File: config.mk
export PLATFORM = sky130hd
export DESIGN_NAME = viterbi_pmu_ctrl
export DESIGN_NICKNAME = d
export VERILOG_FILES = /design/src/rtl/viterbi_pmu_ctrl.sv
export SDC_FILE = /design/constraint.sdc
export NUM_CORES = 1
export LEC_CHECK = 0
export ABC_AREA = 1
export ABC_CLOCK_PERIOD_IN_PS = 4100
export CAP_MARGIN = 10
export CORE_ASPECT_RATIO = 1.5
export CORE_MARGIN = 2
export CORE_UTILIZATION = 35
export CTS_CLUSTER_SIZE = 24
export DETAILED_ROUTE_END_ITERATION = 8
export SLEW_MARGIN = 40
export SYNTH_ARGS = -nofsm -noshare
export SYNTH_HDL_FRONTEND = slang
export SYNTH_SLANG_ARGS = --single-unit
File: constraint.sdc
create_clock -name clk -period 4.1 [get_ports clk]
set_input_delay 0.615 -clock clk [delete_from_list [all_inputs] [get_ports clk]]
set_output_delay 0.615 -clock clk [all_outputs]
set_load 0.05 [all_outputs]
File: src/rtl/viterbi_pmu_ctrl.sv
// Frame sequencer for the 4-state Viterbi path metric unit: symbol handshake,
// PMU select/clear/update control, traceback window and done pulse.
module viterbi_pmu_ctrl #(
    parameter int unsigned FRAME_LEN = 8,
    parameter int unsigned TB_DEPTH  = 4,
    parameter int unsigned CNT_W     = 4
) (
    input  logic             clk,
    input  logic             rst,
    input  logic             start,
    input  logic             abort,
    input  logic             sym_valid,
    output logic             sym_ready,
    output logic             acs_en,
    output logic             pm_clr,
    output logic             sel0,
    output logic [1:0]       sel1,
    output logic             tb_en,
    output logic             busy,
    output logic             done,
    output logic [CNT_W-1:0] sym_cnt
);

    localparam logic [CNT_W-1:0] CNT_LAST = CNT_W'(FRAME_LEN - 1);
    localparam logic [CNT_W-1:0] CNT_FULL = CNT_W'(FRAME_LEN);
    localparam logic [CNT_W-1:0] CNT_TAIL = CNT_W'(FRAME_LEN - 2);
    localparam logic [CNT_W-1:0] TB_LOAD  = CNT_W'(TB_DEPTH - 1);

    typedef enum logic [2:0] {
        IDLE  = 3'd0,
        CLEAR = 3'd1,
        FIRST = 3'd2,
        ACS   = 3'd3,
        TB    = 3'd4,
        DONE  = 3'd5
    } state_t;

    state_t           state, state_d;
    logic [CNT_W-1:0] cnt_d, tbc, tbc_d;
    logic             ready_d, clr_d, sel0_d, tb_en_d, busy_d, done_d;
    logic [1:0]       sel1_d;

    // A symbol is consumed whenever the registered ready meets a valid.
    assign acs_en = sym_valid & sym_ready;

    // Next state and counters; abort overrides any handshake outside IDLE.
    always_comb begin
        state_d = state;
        cnt_d   = sym_cnt;
        tbc_d   = tbc;
        case (state)
            IDLE:  if (start) state_d = CLEAR;
            CLEAR: begin
                state_d = FIRST;
                cnt_d   = '0;
            end
            FIRST: if (acs_en) begin
                state_d = ACS;
                cnt_d   = CNT_W'(1);
            end
            ACS: if (acs_en) begin
                if (sym_cnt == CNT_LAST) begin
                    state_d = TB;
                    cnt_d   = CNT_FULL;
                    tbc_d   = TB_LOAD;
                end else begin
                    cnt_d = sym_cnt + CNT_W'(1);
                end
            end
            TB: begin
                if (tbc == '0) state_d = DONE;
                else           tbc_d   = tbc - CNT_W'(1);
            end
            DONE:    state_d = IDLE;
            default: state_d = IDLE;
        endcase
        if (abort && state != IDLE) begin
            state_d = IDLE;
            cnt_d   = '0;
        end
    end

    // Outputs are decoded from the next state so they register alongside it.
    always_comb begin
        ready_d = 1'b0;
        clr_d   = 1'b0;
        sel0_d  = 1'b0;
        sel1_d  = 2'b00;
        tb_en_d = 1'b0;
        busy_d  = (state_d != IDLE);
        done_d  = 1'b0;
        case (state_d)
            CLEAR: clr_d   = 1'b1;
            FIRST: ready_d = 1'b1;
            ACS: begin
                ready_d = 1'b1;
                sel0_d  = 1'b1;
                if (cnt_d == CNT_W'(1))  sel1_d = 2'b01;
                else if (cnt_d >= CNT_TAIL) sel1_d = 2'b11;
                else                        sel1_d = 2'b10;
            end
            TB: begin
                tb_en_d = 1'b1;
                sel0_d  = 1'b1;
                sel1_d  = 2'b11;
            end
            DONE:    done_d = 1'b1;
            default: ;
        endcase
    end

    always_ff @(posedge clk or negedge rst) begin
        if (!rst) begin
            state     <= IDLE;
            sym_cnt   <= '0;
            tbc       <= '0;
            sym_ready <= 1'b0;
            pm_clr    <= 1'b0;
            sel0      <= 1'b0;
            sel1      <= 2'b00;
            tb_en     <= 1'b0;
            busy      <= 1'b0;
            done      <= 1'b0;
        end else begin
            state     <= state_d;
            sym_cnt   <= cnt_d;
            tbc       <= tbc_d;
            sym_ready <= ready_d;
            pm_clr    <= clr_d;
            sel0      <= sel0_d;
            sel1      <= sel1_d;
            tb_en     <= tb_en_d;
            busy      <= busy_d;
            done      <= done_d;
        end
    end

endmodule

==> flow_summary.html <==
<table>
<tr><th>Metric</th><th>Value</th></tr>
<tr><th colspan="2">Final layout</th></tr>
<tr><td>Area growth from synthesis to layout</td><td>23.0%</td></tr>
<tr><td>Final instance area</td><td>1400 um2</td></tr>
<tr><td>Number of diodes</td><td>0</td></tr>
<tr><td>Register Area</td><td>~480 um2</td></tr>
<tr><td>FILL cells</td><td>roughly 320</td></tr>
<tr><td>Nets@finish</td><td>167</td></tr>
<tr><td>Share of layout cells above drive strength 1</td><td>22.0%</td></tr>
<tr><td>Util after Layout</td><td>about 45%</td></tr>
<tr><td>Combined area of the multi-input logic cells</td><td>about 560 um2</td></tr>
<tr><td>Final std cells w/o fill</td><td>199</td></tr>
<tr><th colspan="2">Detailed routing</th></tr>
<tr><td>Detail Route met2 WL</td><td>around 1200 um</td></tr>
<tr><td>Highest routed layer</td><td>met4</td></tr>
<tr><td>Drt first pass iters</td><td>4</td></tr>
<tr><td>Antenna viol nets, final</td><td>0</td></tr>
<tr><td>Via-per-instance ratio</td><td>around 4.7</td></tr>
<tr><td>Residual DRC count</td><td>0</td></tr>
<tr><td>Met1 routed wirelength after detailed routing</td><td>roughly 940 um</td></tr>
<tr><td>Iter 0 DRT Violations</td><td>26</td></tr>
<tr><td>Via Count</td><td>approximately 940</td></tr>
<tr><td>Aggregate routed wire length</td><td>roughly 2300 um</td></tr>
<tr><td>Routed wire length on met3</td><td>between 60 and 70 um</td></tr>
<tr><td>Routed WL per cell</td><td>11.4 um</td></tr>
<tr><th colspan="2">Logic synthesis</th></tr>
<tr><td>Synth area leaders</td><td>dfrtp_1 42%, nand2_1 9.6%, inv_1 6.9%</td></tr>
<tr><td>Number of distinct standard cells referenced by the synthesized netlist</td><td>24</td></tr>
<tr><td>Gate Count Post-Synth</td><td>roughly 140</td></tr>
<tr><td>Most area-hungry cell type in the Yosys netlist</td><td>dfrtp_1</td></tr>
<tr><td>Sequential cell area fraction in the yosys report</td><td>between 40% and 50%</td></tr>
<tr><td>Most frequently used cell type in the post-synthesis netlist</td><td>nand2_1</td></tr>
<tr><td>Post-synthesis register bit count</td><td>19</td></tr>
<tr><td>Post-synth top cells</td><td>29 x nand2_1, 21 x inv_1, 19 x dfrtp_1, 11 x nand3_1, 11 x nor2_1</td></tr>
<tr><td>Post-synthesis instance area</td><td>about 1100 um2</td></tr>
<tr><td>Number of flops mapped to enable cells by yosys</td><td>0</td></tr>
<tr><td>Async set or reset register ratio after synthesis</td><td>between 90% and 100%</td></tr>
<tr><td>Warnings from Yosys</td><td>0</td></tr>
<tr><td>Predominant post-synthesis flop cell</td><td>dfrtp_1</td></tr>
<tr><td>Avg Synthesized Cell Area</td><td>about 8 um2</td></tr>
<tr><td>Nets in the synthesized netlist</td><td>about 150</td></tr>
<tr><td>Synth top area share</td><td>between 40% and 50%</td></tr>
<tr><th colspan="2">Timing</th></tr>
<tr><td>Post-route setup slack</td><td>roughly 1300 ps</td></tr>
<tr><td>Minimum clock period</td><td>approximately 2800 ps</td></tr>
<tr><td>Highest clock rate</td><td>roughly 350 MHz</td></tr>
<tr><td>Clock skew after layout</td><td>around 4.5 ps</td></tr>
<tr><td>Worst max-slew margin expressed relative to the limit</td><td>roughly 67%</td></tr>
<tr><td>Setup total negative slack</td><td>0 ps</td></tr>
<tr><td>Final Cycle Share</td><td>between 60% and 70%</td></tr>
<tr><td>Hold WS</td><td>approximately 290 ps</td></tr>
<tr><td>Unrepaired setup endpoints after global routing</td><td>no</td></tr>
<tr><td>Tightest Pin Transition</td><td>roughly 500 ps</td></tr>
<tr><td>Count of pins over their slew limit</td><td>0</td></tr>
<tr><td>Final setup violation count</td><td>0</td></tr>
<tr><td>Final Hold Fails</td><td>0</td></tr>
<tr><th colspan="2">Global routing</th></tr>
<tr><td>Via count of the first global-routing pass</td><td>roughly 960</td></tr>
<tr><td>Global-route wire length before repair</td><td>around 4000 um</td></tr>
<tr><td>GRT Total Usage</td><td>13.8%</td></tr>
<tr><td>GR Overflow Total</td><td>0</td></tr>
<tr><td>Pin count of the biggest net entering global routing</td><td>20</td></tr>
<tr><td>Initial antenna violation count</td><td>0</td></tr>
<tr><th colspan="2">Min path</th></tr>
<tr><td>HP Class</td><td>primary input to asynchronous set/reset pin</td></tr>
<tr><th colspan="2">Floorplanning</th></tr>
<tr><td>Total number of placement rows</td><td>25</td></tr>
<tr><td>I/O pins</td><td>18</td></tr>
<tr><td>Initial core utilization</td><td>~36%</td></tr>
<tr><td>Die Outline Area</td><td>~3700 um2</td></tr>
<tr><td>Die H</td><td>approximately 74 um</td></tr>
<tr><td>Horizontal die dimension</td><td>approximately 51 um</td></tr>
<tr><td>Core Footprint</td><td>3130 um2</td></tr>
<tr><th colspan="2">CTS</th></tr>
<tr><td>Clock transition at the registers of the reported paths</td><td>roughly 70 ps</td></tr>
<tr><td>Postcts setup bufs</td><td>0</td></tr>
<tr><td>Clock latency reported for the late side of the worst-skew pair</td><td>between 200 and 300 ps</td></tr>
<tr><td>Clock tree from TritonCTS</td><td>done</td></tr>
<tr><td>Clk root buf</td><td>clkbuf_8</td></tr>
<tr><td>Hold-fix buffers, CTS</td><td>0</td></tr>
<tr><td>Total clock buffers created by CTS</td><td>3</td></tr>
<tr><td>Total number of clock tree sinks</td><td>19</td></tr>
<tr><td>Clock Tree Buf Depth</td><td>2</td></tr>
<tr><td>Level count of the clock H-tree</td><td>1</td></tr>
<tr><td># resized after CTS</td><td>0</td></tr>
<tr><th colspan="2">Setup path</th></tr>
<tr><td>Cell class contributing the biggest share of worst-path delay</td><td>buffers and inverters</td></tr>
<tr><td>Delay of the slowest critical-path stage</td><td>~840 ps</td></tr>
<tr><td>Kind of start point of the critical path</td><td>primary input</td></tr>
<tr><td>Ordered cell list for the critical path</td><td>clkdlybuf4s50_1, nand2_2, inv_1, clkdlybuf4s50_1</td></tr>
<tr><td>CP most frequent cell</td><td>clkdlybuf4s50_1</td></tr>
<tr><td>Worst path required time</td><td>3480 ps</td></tr>
<tr><td>Depth of the most critical reg-to-reg path</td><td>7</td></tr>
<tr><td>Critical path depth in cells</td><td>4</td></tr>
<tr><td>Count of buffer and inverter cells on the critical path</td><td>3</td></tr>
<tr><td>Largest fanout of any net on the critical path</td><td>7</td></tr>
<tr><td>Critical path type</td><td>primary input to primary output</td></tr>
<tr><td>Critical-path cell with the highest stage delay</td><td>clkdlybuf4s50_1</td></tr>
<tr><td>Crit path capture type</td><td>primary output</td></tr>
<tr><td>Arrival time at the worst endpoint</td><td>between 2000 and 2500 ps</td></tr>
<tr><th colspan="2">Place</th></tr>
<tr><td>Total of buffers placed on input and output ports</td><td>17</td></tr>
<tr><td>Total placed cells including tap cells</td><td>around 200</td></tr>
<tr><td>Placement Cell Area</td><td>1350 um2</td></tr>
<tr><td>Worst slack at placement</td><td>1290 ps</td></tr>
<tr><td>Half-perimeter wire length after placement</td><td>around 1800 um</td></tr>
<tr><td>GP Congestion</td><td>around 0.83</td></tr>
<tr><th colspan="2">Pwr</th></tr>
<tr><td>Worst vdd ir</td><td>~320 uV</td></tr>
<tr><td>Power consumption</td><td>between 800 and 900 uW</td></tr>
<tr><td>Leakage power</td><td>approximately 0.74 nW</td></tr>
<tr><td>Total power divided by cell area</td><td>between 600 and 700 nW/um2</td></tr>
<tr><th colspan="2">Outcome</th></tr>
<tr><td>Status</td><td>complete, no violations</td></tr>
<tr><th colspan="2">Flow run</th></tr>
<tr><td>Number of maximum-capacitance violations</td><td>0</td></tr>
</table>
==> path summary, 6_finish.rpt <==
check | startpoint | to | slack (ps)
hold / removal | rst | sym_cnt[1]$_DFF_PN0_ | 290
max in group asynchronous | rst | tbc[3]$_DFFE_PN0P_ | 3500
hold reg to reg | tbc[1]$_DFFE_PN0P_ | tbc[1]$_DFFE_PN0P_ | 560
min in group clk | tbc[1]$_DFFE_PN0P_ | tbc[1]$_DFFE_PN0P_ | 560
setup reg to reg | sym_cnt[0]$_DFF_PN0_ | done$_DFF_PN0_ | 2350
setup / recovery | sym_valid | acs_en | 1270
==> area by class of cell <==
cell class / count / share of cell area, %
Clock buffer: 3 / 2.95
Clock inverter: 1 / 0.358
Inverter: 28 / 7.51
Multi-Input combinational cell: 91 / 39.8
Sequential cell: 19 / 34.0
Tap cell: 40 / 3.58
Timing Repair Buffer: 17 / 11.8
==> cells in the final DEF, fill, tap and decap left out, drive strengths merged <==
cell / n
nand3: 14
nand4: 5
inv: 28
clkbuf: 3
nor3: 1
clkdlybuf4s50: 16
nor4: 1
a31oi: 1
dfrtp: 19
a21oi: 2
o21ai: 6
clkinv: 1
buf: 1
nand2: 40
o22ai: 1
nor2: 17
xnor2: 1
ha: 2
==> logic make-up (layout without fill, tap and decap cells) <==
family	Yosys count	count (layout)	synth area share, %
AND/OR/NAND/NOR	78	78	41.0
buffers and inverters	28	49	9.24
flip-flops	19	19	41.8
AO/OA/AOI/OAI	10	10	4.95
adder cells (fa/ha/maj)	2	2	2.20
XOR/XNOR	1	1	0.770
==> where the power goes <==
part | internal, mW | total [mW] | switching, mW
Clock | 0.0674 | 0.128 | 0.0607
Combinational | 0.160 | 0.500 | 0.341
Sequential | 0.227 | 0.271 | 0.0441
==> state kept, by name, indices dropped and copies added, names as in the netlist <==
name       flops
sel0           1
pm_clr         1
done           1
sel1           2
sym_ready      1
tb_en          1
tbc            4
sym_cnt        4
state          3
busy           1
==> layer usage <==
metal / up-vias / GRT usage, %
met5: - / 0
met3: 6 / 1.83
met2: 22 / 24.9
met1: 441 / 15.9
met4: 0 / 6.61
li1: 473 / -
Power figures use the tool's default switching activity.
